### src/rtl/imem_loader_pkg.sv
// Shared types and constants for the instruction-memory boot loader.
package imem_loader_pkg;

   typedef enum logic [2:0] {
      IDLE  = 3'd0,
      HDR0  = 3'd1,
      HDR1  = 3'd2,
      DATA  = 3'd3,
      WRITE = 3'd4,
      DONE  = 3'd5,
      ERR   = 3'd6
   } loader_state_e;

   localparam int unsigned HDR_BYTES      = 2;
   localparam int unsigned BYTES_PER_WORD = 4;

   // A load session is in progress while the header or payload is being handled.
   function automatic logic is_busy(input loader_state_e s);
      return s inside {HDR0, HDR1, DATA, WRITE};
   endfunction

endpackage

### src/rtl/imem_loader_if.sv
// Byte-stream input and instruction-memory write port of the boot loader.
// master: loader side (accepts bytes, drives the write port).
// slave:  host/memory side (drives bytes, observes the write port).
interface imem_loader_if #(
   parameter int unsigned ADDR_WIDTH = 32,
   parameter int unsigned DATA_WIDTH = 32
);
   logic                  byte_valid;
   logic [7:0]            byte_data;
   logic                  byte_ready;
   logic                  imem_we;
   logic [ADDR_WIDTH-1:0] imem_waddr;
   logic [DATA_WIDTH-1:0] imem_wdata;

   modport master (
      input  byte_valid, byte_data,
      output byte_ready, imem_we, imem_waddr, imem_wdata
   );

   modport slave (
      output byte_valid, byte_data,
      input  byte_ready, imem_we, imem_waddr, imem_wdata
   );
endinterface

### src/rtl/imem_loader_word_packer.sv
// Packs little-endian stream bytes into a 32-bit word (first byte -> [7:0]).
module imem_word_packer
   import imem_loader_pkg::*;
(
   input  logic        clk,
   input  logic        rst_n,
   input  logic        clear_i,
   input  logic        load_i,
   input  logic [7:0]  byte_i,
   output logic        word_full_o,
   output logic [31:0] word_o
);

   logic [1:0]  idx_q;
   logic [31:0] pack_q, pack_d;

   // Current byte merged into its lane; the FSM samples this on the last byte.
   always_comb begin
      pack_d = pack_q;
      pack_d[{idx_q, 3'b000} +: 8] = byte_i;
   end

   assign word_o      = pack_d;
   assign word_full_o = (idx_q == 2'(BYTES_PER_WORD - 1));

   // Byte index wraps naturally after the fourth byte of a word.
   always_ff @(posedge clk or negedge rst_n) begin
      if (!rst_n) begin
         idx_q  <= '0;
         pack_q <= '0;
      end else if (clear_i) begin
         idx_q  <= '0;
         pack_q <= '0;
      end else if (load_i) begin
         idx_q  <= idx_q + 2'd1;
         pack_q <= pack_d;
      end
   end

endmodule

### src/rtl/imem_loader.sv
// Boot-time loader: parses a length header, packs payload bytes into words,
// writes them to instruction memory and holds the core in reset until done.
module imem_loader
   import imem_loader_pkg::*;
#(
   parameter int unsigned ADDR_WIDTH     = 32,
   parameter int unsigned DATA_WIDTH     = 32,
   parameter int unsigned PROGRAM_LENGTH = 10,
   parameter bit          BOOT_RUN       = 1'b1
) (
   input  logic                                  clk,
   input  logic                                  rst_n,
   input  logic                                  start_i,
   imem_loader_if.master                         bus,
   output logic                                  cpu_rst_n_o,
   output logic                                  busy_o,
   output logic                                  done_o,
   output logic                                  err_o,
   output logic [$clog2(PROGRAM_LENGTH+1)-1:0]   words_loaded_o
);

   localparam int unsigned CNT_W = $clog2(PROGRAM_LENGTH + 1);

   loader_state_e         state_q, state_d;
   logic [7:0]            hdr_lo_q, hdr_lo_d;
   logic [CNT_W-1:0]      len_q, len_d;
   logic [CNT_W-1:0]      widx_q, widx_d;
   logic [CNT_W-1:0]      loaded_q, loaded_d;
   logic                  we_q, we_d;
   logic [ADDR_WIDTH-1:0] waddr_q, waddr_d;
   logic [DATA_WIDTH-1:0] wdata_q, wdata_d;
   logic                  cpu_rst_n_q, cpu_rst_n_d;
   logic                  busy_q, busy_d;
   logic                  done_q, done_d;
   logic                  err_q, err_d;

   logic                  accept;
   logic [15:0]           hdr_n;
   logic                  pk_clear, pk_load, pk_full;
   logic [31:0]           pk_word;

   assign bus.byte_ready = state_q inside {HDR0, HDR1, DATA};
   assign accept         = bus.byte_valid & bus.byte_ready;
   assign hdr_n          = {bus.byte_data, hdr_lo_q};

   imem_word_packer u_packer (
      .clk        (clk),
      .rst_n      (rst_n),
      .clear_i    (pk_clear),
      .load_i     (pk_load),
      .byte_i     (bus.byte_data),
      .word_full_o(pk_full),
      .word_o     (pk_word)
   );

   // Next-state and next-output decode; write-port and status outputs are
   // registered on entry to the state that owns them.
   always_comb begin
      state_d     = state_q;
      hdr_lo_d    = hdr_lo_q;
      len_d       = len_q;
      widx_d      = widx_q;
      loaded_d    = loaded_q;
      we_d        = 1'b0;
      waddr_d     = waddr_q;
      wdata_d     = wdata_q;
      cpu_rst_n_d = cpu_rst_n_q;
      done_d      = done_q;
      err_d       = err_q;
      pk_clear    = 1'b0;
      pk_load     = 1'b0;
      unique case (state_q)
         IDLE, DONE, ERR: begin
            if (start_i) begin
               state_d     = HDR0;
               done_d      = 1'b0;
               err_d       = 1'b0;
               loaded_d    = '0;
               widx_d      = '0;
               pk_clear    = 1'b1;
               cpu_rst_n_d = 1'b0;
            end
         end
         HDR0: begin
            if (accept) begin
               hdr_lo_d = bus.byte_data;
               state_d  = HDR1;
            end
         end
         HDR1: begin
            if (accept) begin
               if (hdr_n == 16'd0) begin
                  state_d     = DONE;
                  done_d      = 1'b1;
                  cpu_rst_n_d = 1'b1;
               end else if (hdr_n > 16'(PROGRAM_LENGTH)) begin
                  state_d = ERR;
                  err_d   = 1'b1;
               end else begin
                  len_d   = hdr_n[CNT_W-1:0];
                  state_d = DATA;
               end
            end
         end
         DATA: begin
            if (accept) begin
               pk_load = 1'b1;
               if (pk_full) begin
                  state_d  = WRITE;
                  we_d     = 1'b1;
                  waddr_d  = ADDR_WIDTH'({widx_q, 2'b00});
                  wdata_d  = DATA_WIDTH'(pk_word);
                  widx_d   = widx_q + 1'b1;
                  loaded_d = loaded_q + 1'b1;
               end
            end
         end
         WRITE: begin
            if (widx_q == len_q) begin
               state_d     = DONE;
               done_d      = 1'b1;
               cpu_rst_n_d = 1'b1;
            end else begin
               state_d = DATA;
            end
         end
         default: state_d = IDLE;
      endcase
      busy_d = is_busy(state_d);
   end

   // State and output registers.
   always_ff @(posedge clk or negedge rst_n) begin
      if (!rst_n) begin
         state_q     <= IDLE;
         hdr_lo_q    <= '0;
         len_q       <= '0;
         widx_q      <= '0;
         loaded_q    <= '0;
         we_q        <= 1'b0;
         waddr_q     <= '0;
         wdata_q     <= '0;
         cpu_rst_n_q <= BOOT_RUN;
         busy_q      <= 1'b0;
         done_q      <= 1'b0;
         err_q       <= 1'b0;
      end else begin
         state_q     <= state_d;
         hdr_lo_q    <= hdr_lo_d;
         len_q       <= len_d;
         widx_q      <= widx_d;
         loaded_q    <= loaded_d;
         we_q        <= we_d;
         waddr_q     <= waddr_d;
         wdata_q     <= wdata_d;
         cpu_rst_n_q <= cpu_rst_n_d;
         busy_q      <= busy_d;
         done_q      <= done_d;
         err_q       <= err_d;
      end
   end

   assign bus.imem_we     = we_q;
   assign bus.imem_waddr  = waddr_q;
   assign bus.imem_wdata  = wdata_q;
   assign cpu_rst_n_o     = cpu_rst_n_q;
   assign busy_o          = busy_q;
   assign done_o          = done_q;
   assign err_o           = err_q;
   assign words_loaded_o  = loaded_q;

endmodule

### src/flat_wrapper.sv
// flat-port wrapper written by rule: the top's interface ports become plain ports
module imem_loader_flat import imem_loader_pkg::*;
#(
   parameter int unsigned ADDR_WIDTH     = 32,
   parameter int unsigned DATA_WIDTH     = 32,
   parameter int unsigned PROGRAM_LENGTH = 10,
   parameter bit          BOOT_RUN       = 1'b1
)
  (clk, rst_n, start_i, cpu_rst_n_o, busy_o, done_o, err_o, words_loaded_o, bus_byte_valid, bus_byte_data, bus_byte_ready, bus_imem_we, bus_imem_waddr, bus_imem_wdata);
  imem_loader_if #(.ADDR_WIDTH(ADDR_WIDTH), .DATA_WIDTH(DATA_WIDTH)) bus_i ();
  input  logic clk;
  input  logic rst_n;
  input  logic start_i;
  output logic cpu_rst_n_o;
  output logic busy_o;
  output logic done_o;
  output logic err_o;
  output logic [$clog2(PROGRAM_LENGTH+1)-1:0] words_loaded_o;
  input wire logic [$bits(bus_i.byte_valid)-1:0] bus_byte_valid;
  input wire logic [$bits(bus_i.byte_data)-1:0] bus_byte_data;
  output wire logic [$bits(bus_i.byte_ready)-1:0] bus_byte_ready;
  output wire logic [$bits(bus_i.imem_we)-1:0] bus_imem_we;
  output wire logic [$bits(bus_i.imem_waddr)-1:0] bus_imem_waddr;
  output wire logic [$bits(bus_i.imem_wdata)-1:0] bus_imem_wdata;
  assign bus_i.byte_valid = bus_byte_valid;
  assign bus_i.byte_data = bus_byte_data;
  assign bus_byte_ready = bus_i.byte_ready;
  assign bus_imem_we = bus_i.imem_we;
  assign bus_imem_waddr = bus_i.imem_waddr;
  assign bus_imem_wdata = bus_i.imem_wdata;
  imem_loader #(.ADDR_WIDTH(ADDR_WIDTH), .DATA_WIDTH(DATA_WIDTH), .PROGRAM_LENGTH(PROGRAM_LENGTH), .BOOT_RUN(BOOT_RUN)) u_core (.clk(clk), .rst_n(rst_n), .start_i(start_i), .bus(bus_i), .cpu_rst_n_o(cpu_rst_n_o), .busy_o(busy_o), .done_o(done_o), .err_o(err_o), .words_loaded_o(words_loaded_o));
endmodule
### config.mk
export PLATFORM = sky130hd
export DESIGN_NAME = imem_loader_flat
export DESIGN_NICKNAME = d
export VERILOG_FILES = /design/src/rtl/imem_loader_pkg.sv /design/src/rtl/imem_loader_if.sv /design/src/rtl/imem_loader_word_packer.sv /design/src/rtl/imem_loader.sv /design/src/flat_wrapper.sv
export SDC_FILE = /design/constraint.sdc
export NUM_CORES = 1
export LEC_CHECK = 0
export CAP_MARGIN = 20
export CORE_MARGIN = 4
export CORE_UTILIZATION = 57
export DETAILED_ROUTE_END_ITERATION = 12
export PLACE_DENSITY_LB_ADDON = 0.08
export RECOVER_POWER = 100
export SYNTH_ARGS = -nofsm -noshare
export SYNTH_HDL_FRONTEND = slang
export SYNTH_HIERARCHICAL = 1
export SYNTH_SLANG_ARGS = --single-unit
### constraint.sdc
create_clock -name clk -period 5.6 [get_ports clk]
set_clock_uncertainty 0.2 [all_clocks]
set_input_delay 1.12 -clock clk [delete_from_list [all_inputs] [get_ports clk]]
set_output_delay 1.12 -clock clk [all_outputs]
set_load 0.005 [all_outputs]
* Word level (Yosys, flattened, before mapping)
Index checks and enable logic that the tools add are counted.
** Storage, ports and cells
- Bits in registers :: 98
** Cells by class
- Add/subtract/negate cells :: 4
- Order comparisons :: 1
- Eq/ne operators :: 20
- Shift-type cells :: 2
- Mux-type cells :: 37
- Bitwise operators :: 3
- Reductions and logical operators :: 15
** Operators by type and width (count)
- 32-bit 2-to-1 mux :: 2
- 32-bit bitwise mux :: 1
- 8-bit by 7-bit variable shift with 32-bit output (first input constant) :: 1
- 8-bit by 7-bit indexed part select with 32-bit output :: 1
- 3-bit 2-to-1 mux :: 8
- 4-bit 2-to-1 mux :: 5
- 16-bit by 4-bit > comparator with 1-bit output (second input constant) :: 1
- 16-bit zero test :: 1
- 4-bit case mux with 2 select lines :: 2
- 3-bit case mux with 5 select lines :: 1
- 1-bit 2-to-1 mux :: 14
- 3-bit by 2-bit equality test with 1-bit output (second input constant) :: 4
- 3-bit equality test (second input constant) :: 4
- 5-bit AND reduction :: 2
- 4-bit by 1-bit adder with 4-bit output (second input constant) :: 2
- 2-bit by 1-bit != test with 1-bit output (second input constant) :: 4
- 2-bit != test (second input constant) :: 4
- 4-bit AND reduction :: 2
- 5-bit negator with 7-bit output :: 1
- 3-bit by 1-bit equality test with 1-bit output (second input constant) :: 2
- 2-bit nonzero test :: 3
- 3-bit nonzero test :: 2
- 4-bit equality test :: 1
- 2-bit 2-to-1 mux :: 2
- 11 further kinds :: 12

* Longest topological paths before layout
Gate-level depths: netlist of the first run.
- Depth after elaboration :: 7
- Depth in mapped cells :: 11
- Gate-level depth less buffers :: 7

* Hierarchy
Netlist of the first run, hierarchy kept.
** Modules (own cells, without submodules)
- imem_loader :: times used 1, cells an instance 312, area an instance 2980.4 um^2
- imem_word_packer :: times used 1, cells an instance 236, area an instance 2042.0 um^2

* Least setup slack after synthesis of the first run
OpenSTA, ideal clock, no wires.
- Path type :: input port to flip-flop
- Start :: in bus_byte_data[4]
- End :: reg u_core.len_q[0]
- Library setup time :: 0.125 ns
- Data arrival time :: 2.183 ns
- Required time :: 5.275 ns
- Path slack :: 3.093 ns
- Stages on the path :: 5
- Buffers on the path :: 0
- Path through :: nor4_1 -> and3_1 -> o21ai_2 -> nor3_4 -> mux2_2
** Between the ends
- Longest elaborated chain between the ends :: 3
- Elaborated cells on any way between the ends :: 5
- Classes of those cells :: 1 x order compare; 2 x bitwise; 2 x reduce/logical
** RTL lines
- start: declaration :: RTL line flat_wrapper.sv:20 : input wire logic [$bits(bus_i.byte_data)-1:0] bus_byte_data;
- 16-bit by 4-bit > comparator with 1-bit output or 16-bit zero test (tied branches) :: RTL line imem_loader.sv:96, imem_loader.sv:92
- 1-bit NOT (no source line)
- 4-bit AND reduction (no source line) *
- end signal: assignment :: RTL line imem_loader.sv:150 : len_q <= len_d;
- end: declaration :: RTL line imem_loader.sv:26 : logic [CNT_W-1:0] len_q, len_d;
Every way passes the cells marked *; elsewhere a longest branch is shown, timed or not.
A chain may end at the register's enable or synchronous reset.

* Final worst setup path of the first run
- Start :: in bus_byte_valid
- End :: reg u_core.widx_q[3]
** Between the ends
- Longest elaborated chain between the ends :: 3
** RTL lines
- start: declaration :: RTL line flat_wrapper.sv:19 : input wire logic [$bits(bus_i.byte_valid)-1:0] bus_byte_valid;
- 1-bit AND :: RTL line imem_loader.sv:43 : assign accept = bus.byte_valid & bus.byte_ready;
- 2-bit by 1-bit != test with 1-bit output (no source line)
- 4-bit AND reduction (no source line)
- end signal: assignment :: RTL line imem_loader.sv:151 : widx_q <= widx_d;
- end: declaration :: RTL line imem_loader.sv:27 : logic [CNT_W-1:0] widx_q, widx_d;
No other way between the ends.

==> results of run 1 <==
[layer usage]
| metal | track usage | up-vias | part of all wire |
|---|---|---|---|
| met4 | 0.0747 | 0 | 0.013 |
| li1 | - | 1810 | - |
| met2 | 0.353 | 140 | 0.46 |
| met3 | 0.0362 | 12 | 0.065 |
| met5 | 0 | - | 0 |
| met1 | 0.310 | 1856 | 0.46 |
[critical path: stages]
cell                            delay, ns
sky130_fd_sc_hd__dlygate4sd3_1       0.65
sky130_fd_sc_hd__nor2b_1             0.30
sky130_fd_sc_hd__and3_1              1.00
sky130_fd_sc_hd__nand2_1             0.22
sky130_fd_sc_hd__clkinv_2            0.51
sky130_fd_sc_hd__nand4_1             0.20
sky130_fd_sc_hd__xor2_1              0.17
sky130_fd_sc_hd__nor2_1              0.05
[stage by stage]
| stage | total power, mW | area, µm² | cells | hold slack, ns |
|---|---|---|---|---|
| after floorplan | 1.23 | 5120 | 575 | 0.268 |
| after global placement | 1.30 | 5380 | 671 | 0.258 |
| after detailed placement | 1.32 | 5380 | 671 | 0.261 |
| after CTS | 1.80 | 5590 | 687 | 0.284 |
| after global routing | 1.88 | 5560 | 687 | 0.295 |
| final | 1.78 | 5560 | 687 | 0.271 |
[cell families after synthesis]
group / Yosys count
adders and majority gates: 8
and+or+nand+nor: 234
xor gates and xnor gates: 9
muxes: 14
DFF: 98
AOI/OAI and AO/OA: 83
buffers and inverters: 101
other: 1
[power groups by stage]
| stage | clock network [mW] | registers [mW] | logic, mW |
|---|---|---|---|
| after floorplan | 0 | 0.841 | 0.390 |
| after global placement | 0 | 0.874 | 0.429 |
| after detailed placement | 0 | 0.879 | 0.441 |
| after CTS | 0.497 | 0.865 | 0.443 |
| after global routing | 0.531 | 0.875 | 0.478 |
| final | 0.484 | 0.864 | 0.433 |
[final cells by class]
type	instances	area, µm²
fillers	690	2820
flip-flops and latches	98	2450
multi-input cells	376	2050
repair buffers	60	587
clock buffers	13	169
well taps	105	131
inverters	32	121
clock inverters	3	46.3
[sequential cells by signal, summed over array words and instances (netlist names), 2 cells and up]
signal                  count
u_core/widx_q               4
u_core/u_packer/pack_q     32
u_core/bus.imem_wdata      32
u_core/state_q              3
u_core/bus.imem_waddr       4
u_core/hdr_lo_q             8
u_core/len_q                4
u_core/words_loaded_o       4
u_core/u_packer/idx_q       2
[worst paths after layout]
path / end / slack (ns) / cells after the start
max in group asynchronous: u_core/hdr_lo_q[3]$_DFFE_PN0P_ / 1.82 / 2
worst min-delay path: u_core/bus.imem_wdata[18]$_DFFE_PN0P_ / 0.27 / 2
worst max register to register: u_core/widx_q[3]$_DFFE_PN0P_ / 2.34 / 7
worst max-delay path: u_core/widx_q[3]$_DFFE_PN0P_ / 1.40 / 8
worst min register to register: u_core/bus.imem_wdata[18]$_DFFE_PN0P_ / 0.27 / 2
min in group asynchronous: u_core/bus.imem_waddr[2]$_DFFE_PN0P_ / 1.56 / 1
[synth_stat cells (all sizes together)]
cell type	n
dfstp	1
nand3	2
nand4	4
clkbuf	15
and3	4
a21oi	2
ha	8
xnor2	5
buf	54
nor3	3
nand2	148
a41oi	1
or3	1
a21o	3
mux2i	1
a22o	8
and4b	3
nor3b	8
a31oi	1
mux2	13
dfrtp	97
clkinv	1
nand3b	1
o2111ai	3
xor2	4
nor4	4
a311o	1
nor2b	5
nor2	48
a22oi	7
and4bb	2
inv	31
o21ai	31
and2b	1
conb	1
a32oi	26
==> metrics.md, run 1 <==
| Metric | Value |
|---|---|
| Run status | complete, but fails checks |
| Failing checks | capacitance limit, slew limit |
| Combinational share of power | 0.243 |
| Number of clock sinks seen by CTS | 98 |
| Commonest cells after routing, fill and taps aside | 148 x sky130_fd_sc_hd__nand2_1, 97 x sky130_fd_sc_hd__dfrtp_1, 48 x sky130_fd_sc_hd__nor2_1 |
| Total wire length | 10.9 mm |
| Number of CTS-inserted buffers | 9 |
| Drt wl/cell | 15.8 µm |
| YS warnings | 6 |
| Worst setup slack after placement | between 1.5 and 2 ns |
| Area share of the largest cell type after synthesis | 0.483 |
| Clock root buffer master | sky130_fd_sc_hd__clkbuf_8 |
| # rows | 33 |
| Kind of critical path | in2reg |
| Cell internal power dissipation | 1.19 mW |
| Combinational family with the most area after synthesis | simple AND/OR/NAND/NOR gates |
| Number of routed nets with antenna violations | 0 |
| Most common library cell in the layout ignoring fill and taps | sky130_fd_sc_hd__nand2_1 |
| Final hold violation count | 0 |
| CTS tree | done |
| Syn Inst Count | 548 |
| Leakage power of the design | 2.80 nW |
| Post-synthesis instance area | 5020 µm² |
| Normalized max-slew margin | -1.05 |
| Vias after detailed routing | 3,818 |
| Worst setup path startpoint | bus_byte_valid |
| H-tree Lvls | 3 |
| Highest Clock Rate | 0.238 GHz |
| Die Area | 10,400 µm² |
| Slew @ Worst Pin | 3.08 ns |
| Share of the synthesized area in compound gates (AO/OA/AOI/OAI) | 0.118 |
| Crit path arrival time | 4.24 ns |
| # Post-CTS Setup Buffers | 0 |
| Part of the total power dissipated in sequential elements | 0.485 |
| Mean instance size in the synthesized netlist | between 9 and 10 µm² |
| Setup slack of the critical path after layout | 1.40 ns |
| Antenna violations before repair | 0 |
| Kind of start point of the critical path | input pin |
| Number of failing setup endpoints in the final timing report | 0 |
| Clock Pin Slew Worst Setup and Hold Paths | 0.10 ns |
| Number of top-level pins | 86 |
| Sequential cell area fraction in the yosys report | 0.489 |
| Synth-to-layout area growth | 10.7% |
| RSZ-0062 raised after global routing | false |
| Max Transition Viols Final | between 50 and 60 |
| Worst Hold Launch | u_core/bus.imem_wdata[18]$_DFFE_PN0P_ |
| Number of distinct library cell variants in the gate-level netlist after synthesis | 47 |
| Source-to-sink clock delay at the later pin of the worst-skew pair | ~0.36 ns |
| Worst IR Drop VDD | 259 µV |
| Y dimension of the die | a little over 100 µm |
| Maximum net fanout on the critical path | 46 |
| Share of cell area taken by muxes after synthesis | 0.0311 |
| Max Cap Viol | 1 |
| First-pass GRT wire length | 18.0 mm |
| Largest buffer count on any clock path | 2 |
| DRC violation count after routing | 0 |
| Dpl hpwl | 7.01 mm |
| Path type of the worst min-delay path | reg2reg |
| Aggregate negative setup slack | 0 ns |
| Worst flop-to-flop path startpoint | u_core/state_q[2]$_DFF_PN0_ |
| Detailed-route vias per instance | about 5.6 |
| Gr ovfl total | 0 |
| Switching Fraction | 0.331 |
| Total power density per cell area | 320 nW/µm² |
| Count of input and output buffers | 57 |
| Share of cells above drive strength 1 | 0.0567 |
| Die Wd | 102 µm |
| Initial cell density of the core | 0.599 |
| Time the final worst path needs with I/O delays and setup | approximately 4.2 ns |
| Floorplan Core Area | 8380 µm² |
| Maximum number of pins on one net before global-route repair | 58 |
| Hold-fix buffers at CTS | 0 |
| Vias in the first global route | about 3,600 |
| Layout Nets | 597 |
| Final Util | 0.663 |
| Leading post-synthesis cells by cell area | sky130_fd_sc_hd__dfrtp_1 48%, sky130_fd_sc_hd__nand2_1 11%, sky130_fd_sc_hd__buf_4 4.9% |
| Global-route total usage across every layer | 0.221 |
| Fraction of the mapped netlist area in simple logic gates | 0.208 |
| Post-Synth XOR/XNOR Area | 0.0157 |
| Area share of fa/ha/maj cells after synthesis | 0.0199 |
| Category of the worst setup path capture point | flop |
| Flop and latch count out of synthesis | between 90 and 100 |
| Final Wtd Congestion | 0.815 |
| ANT cells | 0 |
| Number of DRC markers after the initial detailed-route iteration | 190 |
| Crit path required time | between 5 and 6 ns |
| Cell taking the most area after synthesis | sky130_fd_sc_hd__dfrtp_1 |
| Switching Power | 589 µW |
| DR pass1 iterations | 5 |
| Cts repair resizes | 0 |
| Final worst path period share | 0.749 |
| Clk pwr share | 0.272 |
(Power assumes the default switching activity.)
==> run 2: changes to the inputs <==
--- a/config.mk
+++ b/config.mk
@@ -7,7 +7,7 @@
 export LEC_CHECK = 0
 export CAP_MARGIN = 20
 export CORE_MARGIN = 4
-export CORE_UTILIZATION = 57
+export CORE_UTILIZATION = 48
 export DETAILED_ROUTE_END_ITERATION = 12
 export PLACE_DENSITY_LB_ADDON = 0.08
 export RECOVER_POWER = 100
==> constraint.sdc (replaced) <==
create_clock -name clk -period 3.6 [get_ports clk]
set_clock_uncertainty 0.2 [all_clocks]
set_input_delay 0.72 -clock clk [delete_from_list [all_inputs] [get_ports clk]]
set_output_delay 0.72 -clock clk [all_outputs]
set_load 0.005 [all_outputs]
==> metrics.md, run 2 (same netlist as run 1, synthesis figures left out) <==
| Metric | Value |
|---|---|
| Run status | complete, but fails checks |
| Failing checks | capacitance limit, slew limit |
| RSZ-0062 raised after global routing | false |
| Highest Clock Rate | 0.334 GHz |
| Crit path required time | approximately 3.6 ns |
| Category of the worst setup path capture point | flop |
| Maximum number of pins on one net before global-route repair | 55 |
| Met2 wirelength from detailed routing | 5.41 mm |
| Clock root buffer master | sky130_fd_sc_hd__clkbuf_8 |
| Top layer reached by signal wires | met4 |
| Tot Pwr | 2.89 mW |
| Number of top-level pins | 86 |
| Total wire length | 11.0 mm |
| CTS tree | done |
| Global-route total usage across every layer | 0.194 |
| Maximum net fanout on the critical path | 39 |
| Number of CTS-inserted buffers | 9 |
| Most common library cell in the layout ignoring fill and taps | sky130_fd_sc_hd__nand2_1 |
| Layout Nets | 605 |
| Die Wd | 110 µm |
| Clock Pin Slew Worst Setup and Hold Paths | 0.10 ns |
| Time the final worst path needs with I/O delays and setup | between 2 and 3 ns |
| Met3 wire length | 653 µm |
| Floorplan Core Area | 10,300 µm² |
| Max Cap Viol | 1 |
| Drt wl/cell | 15.2 µm |
| Largest buffer count on any clock path | 2 |
| DRC violation count after routing | 0 |
| Wire length the detailed router placed on met1 | between 4 and 5 mm |
| Number of clock sinks seen by CTS | 98 |
| Number of routed nets with antenna violations | 0 |
| Dpl hpwl | around 7.2 mm |
| Cts repair resizes | 0 |
| Count of input and output buffers | 57 |
| Kind of start point of the critical path | input pin |
| Leakage power of the design | 2.86 nW |
| Source-to-sink clock delay at the later pin of the worst-skew pair | approximately 0.36 ns |
| Gr ovfl total | 0 |
| Normalized max-slew margin | -0.610 |
| Max Transition Viols Final | 45 |
| ANT cells | 0 |
| Initial cell density of the core | 0.489 |
| Number of failing setup endpoints in the final timing report | 0 |
| Fillers | 967 |
| H-tree Lvls | 3 |
| Die Area | 12,200 µm² |
| Synth-to-layout area growth | 13.7% |
| Vias in the first global route | 3,610 |
| Number of DRC markers after the initial detailed-route iteration | 258 |
| Total power density per cell area | a little over 500 nW/µm² |
| Path type of the worst min-delay path | reg2reg |
| DR pass1 iterations | 4 |
| Hold-fix buffers at CTS | 0 |
| Detailed-route vias per instance | 5.20 |
| Setup slack of the critical path after layout | 0.607 ns |
| Y dimension of the die | roughly 110 µm |
| Commonest cells after routing, fill and taps aside | 147 x sky130_fd_sc_hd__nand2_1, 97 x sky130_fd_sc_hd__dfrtp_1, 48 x sky130_fd_sc_hd__dlygate4sd3_1, 48 x sky130_fd_sc_hd__nor2_1 |
| Final hold violation count | 0 |
| First-pass GRT wire length | 18.4 mm |
| Slew @ Worst Pin | 2.42 ns |
| Antenna violations before repair | 0 |
| Share of cells above drive strength 1 | 0.0763 |
| # Post-CTS Setup Buffers | 0 |
| Final worst path period share | 0.831 |
| Vias after detailed routing | 3,774 |
| Crit path arrival time | a little over 3 ns |
| Worst IR Drop VDD | 304 µV |
| Worst setup slack after placement | ~0.53 ns |
| Aggregate negative setup slack | 0 ns |
| Kind of critical path | in2reg |
| # rows | 37 |
| Final Wtd Congestion | 0.837 |
-- run 2: cell count changes in the layout (fill, tap and decap cells not counted), sizes merged --
cell | previous run | this run
buf | 3 | 10
bufinv | 1 | 3
clkbuf | 14 | 12
clkdlybuf4s50 | 9 | 8
clkinv | 2 | 3
clkinvlp | 1 | 0
dlygate4sd3 | 47 | 48
inv | 31 | 32
-- run 2: worst paths after layout --
kind,from,endpoint,slack (ns),depth (start not counted)
max,bus_byte_valid,u_core/widx_q[1]$_DFFE_PN0P_,0.61,7
min,u_core/bus.imem_wdata[16]$_DFFE_PN0P_,u_core/bus.imem_wdata[16]$_DFFE_PN0P_,0.28,2
max reg2reg,u_core/u_packer/idx_q[0]$_DFFE_PN0P_,u_core/bus.imem_wdata[0]$_DFFE_PN0P_,1.04,7
min reg2reg,u_core/bus.imem_wdata[16]$_DFFE_PN0P_,u_core/bus.imem_wdata[16]$_DFFE_PN0P_,0.28,2
max in group asynchronous,rst_n,u_core/bus.imem_wdata[30]$_DFFE_PN0P_,0.94,1
min in group asynchronous,rst_n,u_core/state_q[0]$_DFF_PN0_,0.89,1
-- run 2: layout make-up --
cell class	count	area [µm²]	share of cell area
repair buffers	68	657	0.115
clock buffers	10	138	0.0241
clock inverters	6	113	0.0197
multi-input cells	376	2060	0.360
inverters	32	121	0.0213
well taps	136	170	0.0298
flip-flops and latches	98	2450	0.430
-- run 2: report_power, final --
part           total [mW]  internal (mW)  switching [mW]  leakage (nW)
sequential           1.34           1.22           0.125          1.34
clock               0.872          0.483           0.389         0.127
combinational       0.680          0.266           0.415          1.40
-- run 2: critical path, stage by stage --
cell	delay [ns]
sky130_fd_sc_hd__dlygate4sd3_1	0.68
sky130_fd_sc_hd__nor2b_1	0.34
sky130_fd_sc_hd__and3_4	0.40
sky130_fd_sc_hd__nand2_2	0.10
sky130_fd_sc_hd__clkbuf_2	0.49
sky130_fd_sc_hd__nand2_1	0.20
sky130_fd_sc_hd__o21ai_0	0.09
-- run 2: routing by layer --
| layer | vias to the layer above | track usage |
|---|---|---|
| li1 | 1838 | - |
| met1 | 1840 | 0.269 |
| met2 | 92 | 0.320 |
| met3 | 4 | 0.0338 |
| met4 | 0 | 0.0475 |
| met5 | - | 0 |
-- run 2: stage by stage --
| step | instance area (µm²) | utilization | hold WS, ns | instances |
|---|---|---|---|---|
| after global routing | 5710 | 0.556 | 0.305 | 726 |
| final | 5710 | 0.556 | 0.277 | 726 |
| after global placement | 5490 | 0.534 | 0.259 | 710 |
| after CTS | 5740 | 0.558 | 0.159 | 726 |
| after detailed placement | 5490 | 0.534 | 0.265 | 710 |
| after floorplan | 5120 | - | 0.224 | 575 |
